<file path="config.mk">
export PLATFORM = sky130hd
export DESIGN_NAME = mem_arbiter
export DESIGN_NICKNAME = d
export VERILOG_FILES = /design/src/rtl/mem_arb_pkg.sv /design/src/rtl/mem_arbiter_rr_pick.sv /design/src/rtl/mem_arbiter.sv
export SDC_FILE = /design/constraint.sdc
export NUM_CORES = 1
export LEC_CHECK = 0
export BUFFER_PORTS_ARGS = -buffer_cell sky130_fd_sc_hd__buf_2
export CAP_MARGIN = 20
export CORE_MARGIN = 2
export CORE_UTILIZATION = 42
export CTS_BUF_LIST = sky130_fd_sc_hd__clkbuf_4
export CTS_CLUSTER_SIZE = 14
export DETAILED_ROUTE_END_ITERATION = 16
export PLACE_DENSITY = 0.78
export SYNTH_ARGS = -nofsm -noshare
export SYNTH_HDL_FRONTEND = slang
export SYNTH_SLANG_ARGS = --single-unit
</file>
<file path="constraint.sdc">
create_clock -name clk -period 2.6 [get_ports clk]
set_input_delay 0.52 -clock clk [delete_from_list [all_inputs] [get_ports clk]]
set_output_delay 0.52 -clock clk [all_outputs]
set_load 0.05 [all_outputs]
</file>
<file path="src/rtl/mem_arb_pkg.sv">
// Shared types and constants for the two-master memory data-port arbiter.
package mem_arb_pkg;

    localparam int DEF_AW = 16;
    localparam int DEF_DW = 16;

    localparam logic M_CPU = 1'b0;
    localparam logic M_DMA = 1'b1;

    typedef enum logic [1:0] {
        IDLE   = 2'd0,
        ACCESS = 2'd1,
        RDATA  = 2'd2
    } arb_state_t;

endpackage

</file>
<file path="src/rtl/mem_arbiter_rr_pick.sv">
// Two-input winner select: round-robin or fixed priority on contention.
module rr_pick
    import mem_arb_pkg::*;
#(
    parameter int RR = 1
) (
    input  logic [1:0] req_i,
    input  logic       last_i,
    output logic       valid_o,
    output logic       win_o
);

    // Pick the winning master id from the current request vector.
    always_comb begin
        valid_o = |req_i;
        win_o   = M_CPU;
        if (&req_i) begin
            win_o = (RR != 0) ? ~last_i : M_CPU;
        end else if (req_i[1]) begin
            win_o = M_DMA;
        end
    end

endmodule

</file>
<file path="src/rtl/mem_arbiter.sv">
// Arbiter/sequencer sharing the memory data port between CPU and DMA masters.
// Every output is a register loaded from next-state logic.
module mem_arbiter
    import mem_arb_pkg::*;
#(
    parameter int AW = DEF_AW,
    parameter int DW = DEF_DW,
    parameter int RR = 1
) (
    input  logic          clk,
    input  logic          rst,
    input  logic          m0_req,
    input  logic          m0_we,
    input  logic [AW-1:0] m0_addr,
    input  logic [DW-1:0] m0_wdata,
    input  logic          m1_req,
    input  logic          m1_we,
    input  logic [AW-1:0] m1_addr,
    input  logic [DW-1:0] m1_wdata,
    output logic          m0_gnt,
    output logic          m1_gnt,
    output logic          m0_rvalid,
    output logic          m1_rvalid,
    output logic [DW-1:0] m0_rdata,
    output logic [DW-1:0] m1_rdata,
    output logic [AW-1:0] mem_addr,
    output logic [DW-1:0] mem_wdata,
    output logic          mem_read,
    output logic          mem_write,
    input  logic [DW-1:0] mem_rdata,
    output logic          busy
);

    arb_state_t    state_q, state_d;
    logic          last_q, last_d;
    logic          id_q, id_d;
    logic          we_q, we_d;
    logic [AW-1:0] addr_q, addr_d;
    logic [DW-1:0] wdata_q, wdata_d;
    logic [1:0]    gnt_q, gnt_d;
    logic [1:0]    rvalid_q, rvalid_d;
    logic [DW-1:0] rdata0_q, rdata0_d;
    logic [DW-1:0] rdata1_q, rdata1_d;
    logic          rd_q, rd_d;
    logic          wr_q, wr_d;
    logic          busy_q, busy_d;

    logic          pick_valid;
    logic          pick_win;

    rr_pick #(.RR(RR)) u_pick (
        .req_i   ({m1_req, m0_req}),
        .last_i  (last_q),
        .valid_o (pick_valid),
        .win_o   (pick_win)
    );

    // State and output registers; reset clears everything except last (=1).
    always_ff @(posedge clk or posedge rst) begin
        if (rst) begin
            state_q  <= IDLE;
            last_q   <= 1'b1;
            id_q     <= M_CPU;
            we_q     <= 1'b0;
            addr_q   <= '0;
            wdata_q  <= '0;
            gnt_q    <= '0;
            rvalid_q <= '0;
            rdata0_q <= '0;
            rdata1_q <= '0;
            rd_q     <= 1'b0;
            wr_q     <= 1'b0;
            busy_q   <= 1'b0;
        end else begin
            state_q  <= state_d;
            last_q   <= last_d;
            id_q     <= id_d;
            we_q     <= we_d;
            addr_q   <= addr_d;
            wdata_q  <= wdata_d;
            gnt_q    <= gnt_d;
            rvalid_q <= rvalid_d;
            rdata0_q <= rdata0_d;
            rdata1_q <= rdata1_d;
            rd_q     <= rd_d;
            wr_q     <= wr_d;
            busy_q   <= busy_d;
        end
    end

    // Next state plus next values of the registered outputs; strobes are
    // computed for the cycle being entered, so they line up with the state.
    always_comb begin
        state_d  = state_q;
        last_d   = last_q;
        id_d     = id_q;
        we_d     = we_q;
        addr_d   = addr_q;
        wdata_d  = wdata_q;
        gnt_d    = '0;
        rvalid_d = '0;
        rdata0_d = rdata0_q;
        rdata1_d = rdata1_q;
        rd_d     = 1'b0;
        wr_d     = 1'b0;
        unique case (state_q)
            IDLE: begin
                if (pick_valid) begin
                    id_d     = pick_win;
                    last_d   = pick_win;
                    we_d     = pick_win ? m1_we    : m0_we;
                    addr_d   = pick_win ? m1_addr  : m0_addr;
                    wdata_d  = pick_win ? m1_wdata : m0_wdata;
                    gnt_d    = pick_win ? 2'b10 : 2'b01;
                    wr_d     = we_d;
                    rd_d     = ~we_d;
                    state_d  = ACCESS;
                end
            end
            ACCESS: begin
                if (we_q) begin
                    state_d = IDLE;
                end else begin
                    rd_d    = 1'b1;
                    state_d = RDATA;
                end
            end
            RDATA: begin
                if (id_q == M_DMA) begin
                    rdata1_d    = mem_rdata;
                    rvalid_d[1] = 1'b1;
                end else begin
                    rdata0_d    = mem_rdata;
                    rvalid_d[0] = 1'b1;
                end
                state_d = IDLE;
            end
            default: state_d = IDLE;
        endcase
        busy_d = (state_d != IDLE);
    end

    assign m0_gnt    = gnt_q[0];
    assign m1_gnt    = gnt_q[1];
    assign m0_rvalid = rvalid_q[0];
    assign m1_rvalid = rvalid_q[1];
    assign m0_rdata  = rdata0_q;
    assign m1_rdata  = rdata1_q;
    assign mem_addr  = addr_q;
    assign mem_wdata = wdata_q;
    assign mem_read  = rd_q;
    assign mem_write = wr_q;
    assign busy      = busy_q;

endmodule

</file>
==> impl_metrics.tcl <==
set metrics [dict create \
    outcome "finished clean" \
    clock-sinks 76 \
    cts-root-buf "clkbuf_4" \
    synth_area_um2 3050 \
    cp-start-kind "flop" \
    cts_resized 0 \
    mostFrequentLayoutCells "156 x buf_2, 75 x dfrtp_1, 34 x mux2_2" \
    drc 0 \
    crit_type "reg2reg" \
    wire_per_inst_um 14.6 \
    seq_area_um2 1900 \
    cp_data_arrival_time_ns 1.95 \
    fillers 652 \
    antenna_cells 0 \
    synth_xor_area_frac 0 \
    final_common_cell "buf_2" \
    ctsHoldBuffers 0 \
    hold_violations 0 \
    antenna_left 0 \
    synth_cell_types 21 \
    gp_congestion 0.743 \
    finalMaxSlewViolations 0 \
    hold_class "in2async" \
    clk_pin_slew_ns 0.13 \
    crit_required_ns 2.94 \
    yosysWarnings 0 \
    yosys_register_bits 76 \
    rsz0062_at_grt "no" \
    row_count 31 \
    multiInputGateArea_um2 1020 \
    syn_to_final_growth_pct 35.0 \
    ios 157 \
    io_buffers 156 \
    path_max_fanout 33 \
    grt_pass1_wl_um 10300 \
    overflow 0 \
    max_slew.worst_pin.slew_ns 0.554 \
    coreArea_um2 7140 \
    drtIter0Drc 48 \
    numCtsBuffers 9 \
    slew_headroom 0.630 \
    period_needed_ns 1.61 \
    fp.dieArea_um2 7960 \
    synthArstFlopShare 1.00 \
    avgSynthCellArea_um2 14.6 \
    grtUsageTotal 0.168 \
    viasPerCell 5.00 \
    fin_crit_sh 0.620 \
    cts_tree "built" \
    fin_nets 452 \
    synth_compound_area_frac 0.118 \
    clk_latency_ns 0.40 \
    slowest_delay_ns 0.47 \
    synth_top_family_by_area "multiplexers" \
    fp.dieH_um 89.2 \
    setup_viol 0 \
    antenna_found_initial 0 \
    muxShareOfSynthArea 0.125 \
    dr_total_vias 2347 \
    synth_edf_count 0 \
    start_util 0.428 \
    grt_max_degree 45 \
    syn_nets 295 \
    postCtsSetupBuffers 0 \
    first_pass_iters 4 \
    crit_chain "nor2_4 -> and3_1 -> buf_4 -> a221o_1" \
    grt_pass1_vias 2260 \
    dp_hpwl_um 4970 \
    max-cap-violations 0 \
    routed_wl_um 6850 \
    cts_max_level 3 \
    synth-adder-area-share 0 \
    ys.flop_type "dfrtp_1" \
    max_freq_mhz 620 \
    die_w_um 89.2 \
    cp-end-kind "flop" \
    drive_gt1_frac 0.589 \
    crit_slowest_cell "dfrtp_1" \
    fin_setup_tns_ns 0 \
    final_util 0.577 \
    yosysSeqAreaShare 0.624 \
    fin_skew_ns 0.0102 \
    netlist_instances 209 \
    cts.path.max_buffers 2 \
    synthSimpleGateAreaFrac 0.0910 \
]
## final timing paths
kind	start	end	slack, ns	depth (start not counted)
worst min-delay path	rst	m1_rdata[11]	0.13	2
worst max register to register	state_q[0]	mem_wdata[3]	0.99	4
max in group asynchronous	rst	last_q	1.80	3
min in group clk	m0_addr[10]	mem_addr[10]	0.34	2
worst max-delay path	state_q[0]	mem_wdata[3]	0.99	4
worst min register to register	m0_rdata[2]	m0_rdata[2]	0.51	1
## flip-flops by register name (all words and copies together) (netlist names), 2 cells and up
name	flops
m1_rdata	16
mem_wdata	16
gnt_q	2
rvalid_q	2
m0_rdata	16
mem_addr	16
state_q	2
## synth_stat cells (all sizes together), types with 2 or more instances
| master | count | area [µm²] |
|---|---|---|
| nor2 | 2 | 15.0 |
| dfrtp | 75 | 1880 |
| clkbuf | 8 | 30.0 |
| inv | 4 | 15.0 |
| a21o | 2 | 15.0 |
| a221o | 32 | 320 |
| mux2 | 34 | 383 |
| buf | 8 | 82.6 |
| o21ai | 2 | 13.8 |
| and3 | 33 | 206 |
| nand2 | 2 | 7.51 |
## critical path, delay by kind of cell (launching register included)
| family | cells | cell delay, ns |
|---|---|---|
| buffers and inverters | 1 | 0.33 |
| AO/OA/AOI/OAI | 1 | 0.22 |
| flip-flops | 1 | 0.47 |
| AND/OR/NAND/NOR | 2 | 0.53 |
## cell families after synthesis
kind of cell	Yosys count
compound gates	37
buf+inv	20
simple gates	42
mux	34
flops	76
## cell type report
cell class | instances | share of cell area
clock buffer | 9 | 0.0164
timing repair buffer | 162 | 0.207
clock inverter | 6 | 0.0331
sequential | 76 | 0.462
inverter | 4 | 0.00395
multi-input combinational | 113 | 0.248
tap | 99 | 0.0301
## routing by layer
metal	GRT usage	part of all wire
met1	0.198	0.42
met2	0.294	0.50
met3	0.0489	0.075
met4	0.0570	0.0083
met5	0	0
## metrics by stage
stage	std cells	worst slack [ns]	hold WS [ns]	area, µm²
after floorplan	209	0.143	0.480	3050
after global placement	454	0.956	0.482	3920
after detailed placement	454	0.929	0.491	3920
after CTS	469	0.981	0.116	4120
after global routing	469	0.856	0.128	4120
final	469	0.987	0.129	4120
Power is not shown: default switching activity piles up to over one toggle a cycle in this logic, so the estimate is an artifact.
